`config.mk`:
```
export PLATFORM = sky130hd
export DESIGN_NAME = i2c_uart_framer
export DESIGN_NICKNAME = d
export VERILOG_FILES = /design/src/rtl/i2c_uart_framer.sv
export SDC_FILE = /design/constraint.sdc
export NUM_CORES = 1
export LEC_CHECK = 0
export CAP_MARGIN = 20
export CORE_UTILIZATION = 45
export DETAILED_ROUTE_END_ITERATION = 10
export HOLD_SLACK_MARGIN = 0.08
export SETUP_SLACK_MARGIN = 0.2
export SYNTH_ARGS = -nofsm -noshare
export SYNTH_HDL_FRONTEND = slang
export SYNTH_SLANG_ARGS = --single-unit
```
`constraint.sdc`:
```
create_clock -name clk -period 7.7 [get_ports clk]
set_input_delay 1.155 -clock clk [delete_from_list [all_inputs] [get_ports clk]]
set_output_delay 1.155 -clock clk [all_outputs]
set_load 0.01 [all_outputs]
```
`src/rtl/i2c_uart_framer.sv`:
```
// Record FIFO plus byte framer: START, address, mode, data bytes, optional checksum, STOP.
// Define I2C_UART_FRAMER_CHECKSUM_EN to insert an XOR checksum byte before STOP.
module i2c_uart_framer #(
    parameter int         MAX_BYTES  = 4,
    parameter int         FIFO_DEPTH = 4,
    parameter logic [7:0] START_BYTE = 8'hFF,
    parameter logic [7:0] STOP_BYTE  = 8'hFF
) (
    input  logic                   clk,
    input  logic                   reset,
    input  logic                   data_ready,
    input  logic [8*MAX_BYTES-1:0] toPC_data,
    input  logic [7:0]             toPC_mode,
    input  logic [7:0]             toPC_address,
    input  logic                   tx_done_tick,
    output logic                   tx_start,
    output logic [7:0]             data_byte,
    output logic                   tx_complete,
    output logic                   fifo_full,
    output logic                   overflow
);
    localparam int AW = $clog2(FIFO_DEPTH);
    localparam int DW = 8 * MAX_BYTES;

    typedef enum logic [2:0] {
        IDLE, START, ADDR, MODE, DATA,
`ifdef I2C_UART_FRAMER_CHECKSUM_EN
        CSUM,
`endif
        STOP, DONE
    } state_t;

    logic [DW-1:0] mem_data_q [FIFO_DEPTH];
    logic [7:0]    mem_mode_q [FIFO_DEPTH];
    logic [7:0]    mem_addr_q [FIFO_DEPTH];
    logic [AW:0]   wr_q, rd_q;
    logic          empty, pop, push;

    logic [DW-1:0] rec_data_q;
    logic [7:0]    rec_mode_q, rec_addr_q;

    state_t        state_q, state_d, tail_state;
    logic [3:0]    cnt_q, cnt_d, n_bytes;
    logic          tx_start_q, tx_start_d, cmpl_q, cmpl_d, ovf_q, advance;
    logic [7:0]    byte_q, byte_d, tail_byte;

    function automatic logic [3:0] frame_len(input logic [7:0] mode);
        logic [3:0] req;
        req = {1'b0, mode[4:2]} + 4'd1;
        if (mode[1])
            return 4'd0;
        else if (req > 4'(MAX_BYTES))
            return 4'(MAX_BYTES);
        else
            return req;
    endfunction

    function automatic logic [7:0] pick(input logic [DW-1:0] d, input logic [3:0] idx);
        logic [7:0] b;
        b = 8'h00;
        for (int i = 0; i < MAX_BYTES; i++)
            if (idx == 4'(i)) b = d[8*i +: 8];
        return b;
    endfunction

`ifdef I2C_UART_FRAMER_CHECKSUM_EN
    function automatic logic [7:0] csum(input logic [7:0] a, input logic [7:0] m,
                                        input logic [DW-1:0] d, input logic [3:0] n);
        logic [7:0] x;
        x = a ^ m;
        for (int i = 0; i < MAX_BYTES; i++)
            if (4'(i) < n) x = x ^ d[8*i +: 8];
        return x;
    endfunction
`endif

    // Extra MSB on the pointers distinguishes full from empty.
    assign empty     = (wr_q == rd_q);
    assign fifo_full = (wr_q[AW] != rd_q[AW]) && (wr_q[AW-1:0] == rd_q[AW-1:0]);
    assign pop       = (state_q == IDLE) && !empty;
    assign push      = data_ready && (!fifo_full || pop);

    always_ff @(posedge clk) begin
        if (push) begin
            mem_data_q[wr_q[AW-1:0]] <= toPC_data;
            mem_mode_q[wr_q[AW-1:0]] <= toPC_mode;
            mem_addr_q[wr_q[AW-1:0]] <= toPC_address;
        end
        if (pop) begin
            rec_data_q <= mem_data_q[rd_q[AW-1:0]];
            rec_mode_q <= mem_mode_q[rd_q[AW-1:0]];
            rec_addr_q <= mem_addr_q[rd_q[AW-1:0]];
        end
    end

    always_ff @(posedge clk or posedge reset) begin
        if (reset) begin
            wr_q       <= '0;
            rd_q       <= '0;
            state_q    <= IDLE;
            cnt_q      <= 4'd0;
            tx_start_q <= 1'b1;
            byte_q     <= 8'h00;
            cmpl_q     <= 1'b0;
            ovf_q      <= 1'b0;
        end else begin
            if (push) wr_q <= wr_q + 1'b1;
            if (pop)  rd_q <= rd_q + 1'b1;
            state_q    <= state_d;
            cnt_q      <= cnt_d;
            tx_start_q <= tx_start_d;
            byte_q     <= byte_d;
            cmpl_q     <= cmpl_d;
            ovf_q      <= ovf_q | (data_ready & ~push);
        end
    end

    always_comb begin
        state_d    = state_q;
        cnt_d      = cnt_q;
        tx_start_d = 1'b1;
        byte_d     = byte_q;
        cmpl_d     = 1'b0;
        n_bytes    = frame_len(rec_mode_q);
        // A low tx_start marks the launch cycle, where the done tick is ignored.
        advance    = tx_start_q && tx_done_tick;
`ifdef I2C_UART_FRAMER_CHECKSUM_EN
        tail_state = CSUM;
        tail_byte  = csum(rec_addr_q, rec_mode_q, rec_data_q, n_bytes);
`else
        tail_state = STOP;
        tail_byte  = STOP_BYTE;
`endif
        case (state_q)
            IDLE: begin
                byte_d = 8'h00;
                if (pop) begin
                    state_d = START; byte_d = START_BYTE; tx_start_d = 1'b0;
                end
            end
            START: if (advance) begin
                state_d = ADDR; byte_d = rec_addr_q; tx_start_d = 1'b0;
            end
            ADDR: if (advance) begin
                state_d = MODE; byte_d = rec_mode_q; tx_start_d = 1'b0;
            end
            MODE: if (advance) begin
                tx_start_d = 1'b0;
                if (n_bytes != 4'd0) begin
                    state_d = DATA; cnt_d = 4'd0; byte_d = pick(rec_data_q, 4'd0);
                end else begin
                    state_d = tail_state; byte_d = tail_byte;
                end
            end
            DATA: if (advance) begin
                tx_start_d = 1'b0;
                if (cnt_q == n_bytes - 4'd1) begin
                    state_d = tail_state; byte_d = tail_byte; cnt_d = 4'd0;
                end else begin
                    cnt_d = cnt_q + 4'd1; byte_d = pick(rec_data_q, cnt_q + 4'd1);
                end
            end
`ifdef I2C_UART_FRAMER_CHECKSUM_EN
            CSUM: if (advance) begin
                state_d = STOP; byte_d = STOP_BYTE; tx_start_d = 1'b0;
            end
`endif
            STOP: if (advance) begin
                state_d = DONE; byte_d = 8'h00; cmpl_d = 1'b1;
            end
            DONE: begin
                state_d = IDLE; byte_d = 8'h00;
            end
            default: begin
                state_d = IDLE; byte_d = 8'h00;
            end
        endcase
    end

    assign tx_start    = tx_start_q;
    assign data_byte   = byte_q;
    assign tx_complete = cmpl_q;
    assign overflow    = ovf_q;

endmodule

```
# After elaboration in Yosys (flattened, before gate mapping)
# Memory sizes are Yosys's and may differ from the RTL's. A register that Yosys moved wholly into a read port is not among the register bits.
# Index checks and enable logic that the tools add are counted.
[totals]
regBits = 24
ram_bits = 192
in_bits = 52
wordCells = 91
mem_count = 3
[classes]
add_sub_neg = 5
magnitude_cmp = 1
eq_ne = 20
mux = 36
n_bitwise = 3
n_reduce_logical = 15
[memory_table]
columns = ["memory", "words", "word_bits", "read_ports", "rd_clocked_by_memory_dff", "wr", "line_no", "text"]
rows = [
  ["mem_data_q", 4, 32, 1, 1, 1, "33", "logic [DW-1:0] mem_data_q [FIFO_DEPTH];"],
  ["mem_addr_q", 4, 8, 1, 1, 1, "35", "logic [7:0] mem_addr_q [FIFO_DEPTH];"],
  ["mem_mode_q", 4, 8, 1, 1, 1, "34", "logic [7:0] mem_mode_q [FIFO_DEPTH];"],
]
[op_table]
columns = ["op", "count"]
rows = [
  ["8-bit two-way mux", 12],
  ["8-bit one-hot mux with 6 select lines", 1],
  ["4-bit two-way mux", 6],
  ["3-bit two-way mux", 7],
  ["3-bit one-hot mux with 6 select lines", 1],
  ["2-bit inequality test (second input constant)", 8],
  ["4-bit by 2-bit == test with 1-bit output (second input constant)", 2],
  ["4-bit one-hot mux with 2 select lines", 1],
  ["1-bit two-way mux", 7],
  ["7-bit AND reduction", 1],
  ["3-bit by 1-bit adder with 3-bit output (second input constant)", 2],
  ["3-bit by 2-bit == test with 1-bit output (second input constant)", 2],
  ["3-bit == test (second input constant)", 2],
  ["5-bit AND reduction", 1],
  ["3-bit by 1-bit adder with 4-bit output (second input constant)", 1],
  ["4-bit by 1-bit adder with 4-bit output (second input constant)", 1],
  ["4-bit by 1-bit == test with 1-bit output (second input constant)", 1],
  ["4-bit == test", 1],
  ["4-bit by 3-bit greater-than comparator with 1-bit output (second input constant)", 1],
  ["1-bit logical AND", 4],
  ["4-bit logical NOT", 1],
  ["4-bit AND reduction", 1],
  ["4-bit nonzero test", 1],
  ["4-bit OR reduction", 1],
  ["other kinds (13)", 14],
]

# Logic depth before layout (Yosys ltp)
# Gate-level depths: netlist of run 1.
[depth]
depth_word = 9
ltp_mapped = 12
mapped_depth_nobuf = 10

# Least setup slack after synthesis of run 1
# Ideal clock, no wire load.
[synth_timing]
path_kind = "in2reg"
startpoint = "input data_ready"
endpoint = "memory mem_addr_q[3][0], enable pin"
t_arrival_ns = 2.682
t_required_ns = 7.288
setup_slack_ns = 4.606
path_stages = 2
cell_sequence = "nor2b_1 and2_1"
[synth_via]
elab_chain_len = 3
[synth_lines]
columns = ["item", "line_no", "text"]
rows = [
  ["start: declaration", "11", "input logic data_ready,"],
  ["1-bit logical AND", "81", "assign push = data_ready && (!fifo_full || pop);"],
  ["1-bit two-way mux", "84", "if (push) begin"],
  ["1-bit two-way mux (not written as such)", "87", "mem_addr_q[wr_q[AW-1:0]] <= toPC_address;"],
  ["end: declaration", "35", ""],
]
# No other way between the ends.

# Worst setup path after layout of run 1
[layout_timing]
startpoint = "register rd_q[0]"
endpoint = "output fifo_full"
[layout_via]
elab_chain_len = 2
[layout_lines]
columns = ["item", "line_no", "text"]
rows = [
  ["start: declaration", "36", "logic [AW:0] wr_q, rd_q;"],
  ["start signal: assignment", "108", "if (pop) rd_q <= rd_q + 1'b1;"],
  ["2-bit == test", "79", "assign fifo_full = (wr_q[AW] != rd_q[AW]) && (wr_q[AW-1:0] == rd_q[AW-1:0]);"],
  ["1-bit logical AND", "79", ""],
  ["end: declaration", "19", "output logic fifo_full,"],
]
# No other way between the ends.

==> results.rst, run 1 <==
.. list-table::
   :header-rows: 1

   * - Metric
     - Value
   * - Count of flip-flops with a built-in enable after synthesis
     - 240
   * - X dimension of the die
     - 153 µm
   * - Post-synthesis register bit count
     - between 200 and 300
   * - Most used cells in the layout excluding fill and tap cells
     - edfxtp_1, clkdlybuf4s50_1, mux4_2
   * - Clk sink count
     - 264
   * - Number of max-slew violations in the final report
     - 0
   * - Antenna cell count
     - 0
   * - Endpoint of the lowest-slack register-to-register path
     - mem_data_q[2][20]
   * - Top-Level Pins
     - 64
   * - Final Critical Period
     - 3.18 ns
   * - Crit path launch type
     - register
   * - Avg WL per Cell
     - 20.7 µm
   * - I/O Buffers
     - 63
   * - Core footprint
     - ~23000 µm²
   * - Starting density of the core
     - 0.457
   * - Power spent charging and discharging nets
     - 1.62 mW
   * - Outcome
     - finished, final reports clean
   * - Iteration count of the initial detailed-routing pass
     - 4
   * - Power density relative to cell area
     - 424 nW/µm²
   * - Placed cell areas
     - 11200 µm²
   * - Synth area leaders
     - edfxtp_1, mux4_2, dfrtp_1
   * - Clock skew after layout
     - between 0.01 and 0.015 ns
   * - All-Layer GR Usage
     - 0.169
   * - Routed met2 length
     - about 9400 µm
   * - Cells after Synth
     - 537
   * - Hold bufs inserted after CTS
     - 0
   * - Type of the worst min-delay path
     - reg -> reg
   * - Leakage Power
     - 4.00 nW
   * - Initial antenna violation count
     - 0
   * - Switching power as a share of total power
     - 0.315
   * - Proportion of synthesized chip area in sequential cells
     - 0.757
   * - Net count after synthesis
     - between 600 and 700
   * - Pin count of the biggest net entering global routing
     - 52
   * - DP Wirelength
     - ~11000 µm
   * - Share of post-route cells with drive strength above 1
     - 0.169
   * - Predominant post-synthesis flop cell
     - edfxtp_1
   * - Via-to-Cell Ratio
     - 5.50
   * - Root buf cell
     - clkbuf_16
   * - Highest metal layer with signal wires
     - met4
   * - Setup ws final
     - ~4.5 ns
   * - Final setup violating endpoints
     - 0
   * - RePlAce Congestion
     - 0.838
   * - 1st-iter DRT viols
     - between 300 and 400
   * - Yosys warning total
     - 0
   * - Total grt overflow
     - 0
   * - Power, Total
     - roughly 5.1 mW
   * - Slew margin rel.
     - 0.360
   * - Highest achievable clock rate
     - between 300 and 400 MHz
   * - Maximum fanout along the worst path
     - 8
   * - Worst hold slack
     - 0.464 ns
   * - Clock share of power
     - 0.237
   * - Number of placement rows
     - 55
   * - Number of global-route vias before repair
     - 5316
   * - Layout-stage area growth over the synthesis result
     - 17.3%
   * - IR Drop Worst-Case VDD
     - around 0.23 mV
   * - Routed wire length on met3
     - ~900 µm
   * - Worst endpoint required time
     - 6.55 ns
   * - Hold Path Stages
     - 1
   * - Origin of the worst setup path
     - rd_q[0]
   * - Worst-case clock buffer depth
     - 3
   * - Average cell area after synthesis
     - between 15 and 20 µm²
   * - Min-Delay Startpoint
     - overflow
   * - Total number of H-tree levels
     - 1
   * - # Max-Cap Violations
     - 0
   * - Setup Fix Bufs, Post-CTS
     - 0
   * - Area of all sequential standard cells
     - about 7800 µm²
   * - WP data arrival
     - around 2 ns
   * - Total routed wirelength
     - 18900 µm
   * - Logic pwr share
     - 0.305
   * - Number of gates resized after CTS
     - 0
   * - Post-route DRC violation count
     - 0
   * - TritonCTS clock tree
     - yes
   * - Portion of the clock cycle consumed by the worst path in the final layout
     - 0.413
   * - Number of cells traversed by the worst register-to-register path
     - 5
   * - DIE HEIGHT
     - 153 µm
   * - First-pass GRT wire length
     - 30000 µm
   * - Worst reg2reg path startpoint
     - state_q[1]
   * - Number of vias after detailed routing
     - 5022
   * - Clock Latency Late Sink
     - roughly 0.52 ns
   * - Setup Slack @ Placement
     - 4.31 ns
   * - Leading cell type in the layout, fill and taps excluded
     - edfxtp_1
   * - Number of filler cells placed in the layout
     - 1761
   * - Metal-1 WL
     - 8200 µm
   * - Clock transition at path regs
     - roughly 0.060 ns
   * - Yosys top cell by area
     - edfxtp_1
   * - Area share of the leading cell type in the synthesized netlist
     - 0.699
   * - Combined area of all synthesized cells
     - 10300 µm²
   * - CTS buffer count
     - 27
   * - Cell area after layout
     - 12100 µm²
   * - Multi-input logic area
     - 2350 µm²
   * - Residual antenna-violating net count after detailed routing
     - 0
   * - Internal
     - ~3.5 mW
   * - Setup slack of the worst register-to-register path
     - around 4.7 ns
   * - Category of the worst setup path capture point
     - output pin
   * - Sum of negative setup slack
     - 0 ns
   * - Number of distinct library cells after synthesis
     - 47
   * - Hold Fails Final Rpt
     - 0
   * - Transition at the pin with the smallest max-transition slack
     - ~0.96 ns
   * - End point of the most critical hold path
     - overflow
   * - Sequential fraction of design power
     - 0.457
   * - Critical path start-end classification
     - reg -> out
   * - Share of async-settable or async-resettable flops after synthesis
     - 0.0909
   * - Number of nets in the final layout
     - 673
   * - RSZ-0062 raised after global routing
     - false
   * - Die area
     - around 24000 µm²
## critical path: stages (launching register included)
cell and delay [ns]:
dfrtp_4 0.58, xor2_1 0.20, nor3_1 0.15, clkdlybuf4s50_1 0.56
## registers in the layout (all words and copies together) (netlist names)
name,flops
tx_complete,1
data_byte,8
cnt_q,4
rec_data_q,32
tx_start,1
rec_mode_q,8
mem_data_q,128
mem_mode_q,32
state_q,3
rec_addr_q,8
overflow,1
mem_addr_q,32
wr_q,3
rd_q,3
## cells by family (layout without fill, tap and decap cells)
family / after synthesis / after routing / synth area share
fa+ha+maj: 12 / 12 / 0.0146
mux: 58 / 58 / 0.115
flops: 264 / 264 / 0.757
compound gates: 81 / 81 / 0.0524
buf+inv: 38 / 129 / 0.0161
xor+xnor: 9 / 9 / 0.00764
simple gates: 75 / 75 / 0.0375
## cell usage after synthesis (2+ instances only)
cell type,instances
inv_1,10
and2_1,5
mux4_2,48
xor2_1,5
nor3_1,13
o31a_1,2
dfrtp_1,23
xnor2_1,4
nand3_1,3
o21ai_1,9
a21oi_1,26
a31oi_1,5
o21ai_0,11
nor4_1,2
a221oi_1,8
buf_2,7
buf_6,2
buf_1,4
nor2_1,17
nor2b_1,13
a41oi_2,2
edfxtp_1,240
mux2i_1,9
clkbuf_1,14
ha_1,12
nand2b_1,3
nand2_1,13
a221o_1,8
## how the worst max path moves through the flow
stage                                  end  cells past startpoint  slack [ns]
after floorplan           mem_addr_q[3][0]                      2        4.61
after CTS                        fifo_full                      3        3.74
after detailed placement         fifo_full                      3        4.31
after global routing             fifo_full                      3        4.39
after global placement           fifo_full                      3        4.29
final                            fifo_full                      3        4.52
## power by group through the flow
stage | clock [mW] | combinational (mW) | sequential [mW]
final | 1.22 | 1.57 | 2.34
after global routing | 1.29 | 1.72 | 2.39
after CTS | 1.24 | 1.50 | 2.42
after detailed placement | 0 | 1.50 | 2.45
after global placement | 0 | 1.48 | 2.43
after floorplan | 0 | 1.13 | 2.28
## area by class of cell
| cell class | count | area share |
|---|---|---|
| Inverter | 11 | 0.00341 |
| Timing Repair Buffer | 70 | 0.0581 |
| Clock buffer | 31 | 0.0571 |
| Tap cell | 285 | 0.0295 |
| Clock inverter | 17 | 0.0116 |
| Sequential cell | 264 | 0.646 |
| Multi-Input combinational cell | 235 | 0.194 |
## per-stage QoR
stage | cells | utilization
after floorplan | 537 | -
after global placement | 864 | 0.498
after detailed placement | 864 | 0.498
after CTS | 912 | 0.535
after global routing | 913 | 0.536
final | 913 | 0.536
## routing by layer
layer | global-route usage | vias to the layer above
met5 | 0 | -
met2 | 0.288 | 122
met3 | 0.0315 | 28
li1 | - | 2317
met4 | 0.0471 | 0
met1 | 0.222 | 2555
Power figures use the tool's default switching activity.
==> run 2, diff against run 1 <==
==> constraint.sdc (replaced) <==
create_clock -name clk -period 2.94 [get_ports clk]
set_input_delay 0.441 -clock clk [delete_from_list [all_inputs] [get_ports clk]]
set_output_delay 0.441 -clock clk [all_outputs]
set_load 0.01 [all_outputs]
==> run 2 against run 1 <==
First-iteration DRC count is 1.9% higher. Final cell count is 0.77% higher. Final area is 1.6% higher. Register-to-register slack worse by 4.4 ns. Clock skew is 0.017 ns higher. Non-clock buffer count is 5 higher. Worst setup slack worse by 4.3 ns. Die area stayed put. Count of clock-buffer cells in the layout is 1 lower. Total power grew to 2.7 times the previous value.
==> results.rst, run 2 (synthesis gave the netlist of run 1 again) <==
.. list-table::
   :header-rows: 1

   * - Metric
     - Value
   * - Number of vias after detailed routing
     - 5080 (+1.2%)
   * - Avg WL per Cell
     - 21.0 µm (+1.5%)
   * - Pin count of the biggest net entering global routing
     - 53 (+1.9%)
   * - Die area
     - 23500 µm² (unchanged)
   * - Portion of the clock cycle consumed by the worst path in the final layout
     - 0.915
   * - Crit path launch type
     - register
   * - Slew margin rel.
     - 0.379 (+0.0184)
   * - Via-to-Cell Ratio
     - 5.52 (+0.39%)
   * - TritonCTS clock tree
     - yes
   * - Sum of negative setup slack
     - 0 ns (unchanged)
   * - Worst reg2reg path startpoint
     - rec_mode_q[2]
   * - Root buf cell
     - clkbuf_16
   * - Crit-path cells
     - ha_1 -> a31oi_1 -> nand2b_1 -> ha_1 -> xor2_1 -> o21ai_2 -> nor4_2 -> a41oi_4 -> o21ai_0 -> a221o_1
   * - RSZ-0062 raised after global routing
     - true
   * - Type of the worst min-delay path
     - in -> async
   * - Placed cell areas
     - 11400 µm² (+1.0%)
   * - Clock transition at path regs
     - 0.07 ns (about the same)
   * - Number of max-slew violations in the final report
     - 0 (unchanged)
   * - Clock skew after layout
     - 0.0300 ns (+0.0175 ns)
   * - Final Critical Period
     - 2.69 ns
   * - Top-Level Pins
     - 64 (unchanged)
   * - Number of cells traversed by the worst register-to-register path
     - 10 (+5)
   * - # Max-Cap Violations
     - 0 (unchanged)
   * - X dimension of the die
     - 153 µm (unchanged)
   * - Outcome
     - finished, final reports clean
   * - 1st-iter DRT viols
     - 314 (+1.9%)
   * - Layout-stage area growth over the synthesis result
     - 19.1%
   * - Leading cell type in the layout, fill and taps excluded
     - edfxtp_1
   * - DIE HEIGHT
     - 153 µm (unchanged)
   * - Setup Fix Bufs, Post-CTS
     - 0 (unchanged)
   * - Highest achievable clock rate
     - 372 MHz
   * - Worst-case clock buffer depth
     - 3 (unchanged)
   * - Power density relative to cell area
     - 1120 nW/µm² (+170%)
   * - Initial antenna violation count
     - 0 (unchanged)
   * - Cell family with most CP delay
     - compound AO/OA/AOI/OAI gates
   * - Core footprint
     - 22600 µm² (unchanged)
   * - Category of the worst setup path capture point
     - register
   * - Transition at the pin with the smallest max-transition slack
     - 0.931 ns (-0.0276 ns)
   * - Max stage delay on crit path
     - 0.49 ns (-0.09 ns)
   * - Hold Fails Final Rpt
     - 0 (unchanged)
   * - Critical path start-end classification
     - reg -> reg
   * - Setup slack of the worst register-to-register path
     - 0.25 ns (-4.41 ns)
   * - Hold bufs inserted after CTS
     - 0 (unchanged)
   * - Buffers & Inverters on Critical Path
     - 0 (-1)
   * - Clk sink count
     - 264 (unchanged)
   * - I/O Buffers
     - 63 (unchanged)
   * - DP Wirelength
     - 11400 µm (+1.5%)
   * - Total grt overflow
     - 0 (unchanged)
   * - WP data arrival
     - 3.10 ns (+1.08 ns)
   * - Cell with the largest stage delay on the worst path
     - edfxtp_1
   * - Clock Latency Late Sink
     - 0.54 ns (+0.02 ns)
   * - Leakage Power
     - 4.08 nW (+1.9%)
   * - All-Layer GR Usage
     - 0.169 (+0.000538)
   * - Cell seen most often among critical-path stages
     - ha_1
   * - Endpoint of the lowest-slack register-to-register path
     - data_byte[7]
   * - Final setup violating endpoints
     - 0 (unchanged)
   * - Iteration count of the initial detailed-routing pass
     - 5 (+1)
   * - Maximum fanout along the worst path
     - 14 (+6)
   * - RePlAce Congestion
     - 0.807 (-3.7%)
   * - Residual antenna-violating net count after detailed routing
     - 0 (unchanged)
   * - Number of global-route vias before repair
     - 5301 (-0.28%)
   * - Share of post-route cells with drive strength above 1
     - 0.183 (+0.0139)
   * - Number of placement rows
     - 55 (unchanged)
   * - CTS buffer count
     - 27 (unchanged)
   * - Starting density of the core
     - 0.457 (unchanged)
   * - Flip-flop count of the largest register after layout
     - 128 (unchanged)
   * - Total number of H-tree levels
     - 1 (unchanged)
   * - Antenna cell count
     - 0 (unchanged)
   * - Total routed wirelength
     - 19300 µm (+2.3%)
   * - Worst endpoint required time
     - 3.35 ns (-3.20 ns)
   * - Post-route DRC violation count
     - 0 (unchanged)
   * - Cell area after layout
     - 12300 µm² (+1.6%)
   * - IR Drop Worst-Case VDD
     - 0.560 mV (+140%)
   * - Most used cells in the layout excluding fill and tap cells
     - edfxtp_1, clkdlybuf4s50_1, mux4_2
   * - First-pass GRT wire length
     - 30400 µm (+1.5%)
   * - Number of nets in the final layout
     - 678 (+0.74%)
   * - Number of filler cells placed in the layout
     - 1763 (+0.11%)
run 2: stage by stage:
| stage | hold slack, ns | total power [mW] | worst slack (ns) | util | instances |
|---|---|---|---|---|---|
| 2_1_floorplan | 0.455 | 8.92 | 0.590 | - | 537 |
| 3_3_place_gp | 0.442 | 10.4 | 0.328 | 0.503 | 869 |
| 3_5_place_dp | 0.448 | 10.5 | 0.138 | 0.503 | 869 |
| 4_1_cts | 0.440 | 13.9 | 0.245 | 0.543 | 919 |
| 5_1_grt | 0.487 | 14.5 | 0.103 | 0.544 | 920 |
| 6_report | 0.413 | 13.8 | 0.250 | 0.544 | 920 |
run 2: where the power goes:
part | switching [mW] | internal [mW] | total (mW)
sequential | 0.492 | 5.56 | 6.06
combinational | 2.44 | 1.90 | 4.34
clock | 1.37 | 2.03 | 3.40
run 2: final cells by class:
type	instances	area, µm²	share of cell area
clock buffer	30	687	0.0559
clock inverter	20	200	0.0163
inverter	11	41.3	0.00336
multi-input combinational	235	2370	0.193
sequential	264	7810	0.636
tap	285	357	0.0290
timing repair buffer	75	816	0.0664
run 2: how the worst max path moves through the flow:
stage | slack [ns] | from | to | cells after the start
after floorplan | 0.59 | state_q[1] | mem_addr_q[3][0] | 5
after global placement | 0.33 | rec_mode_q[2] | data_byte[0] | 10
after detailed placement | 0.14 | rec_mode_q[2] | data_byte[7] | 10
after CTS | 0.24 | rec_mode_q[2] | data_byte[7] | 9
after global routing | 0.10 | rec_mode_q[2] | data_byte[7] | 10
final | 0.25 | rec_mode_q[2] | data_byte[7] | 10
run 2: repair_timing:
action,4_1_cts,5_1_grt
setup endpoints to repair,2,9
endpoints found under the hold margin,0,0
resized for setup,1,1
run 2: per-layer routing:
metal / vias up / routed length [µm] / GRT usage / share of wire
met3: 29 / 889 / 0.0247 / 0.046
met5: - / 0 / 0 / 0
met4: 0 / 361 / 0.0438 / 0.019
met1: 2579 / 8490 / 0.233 / 0.44
met2: 147 / 9550 / 0.285 / 0.50
li1: 2325 / - / - / -
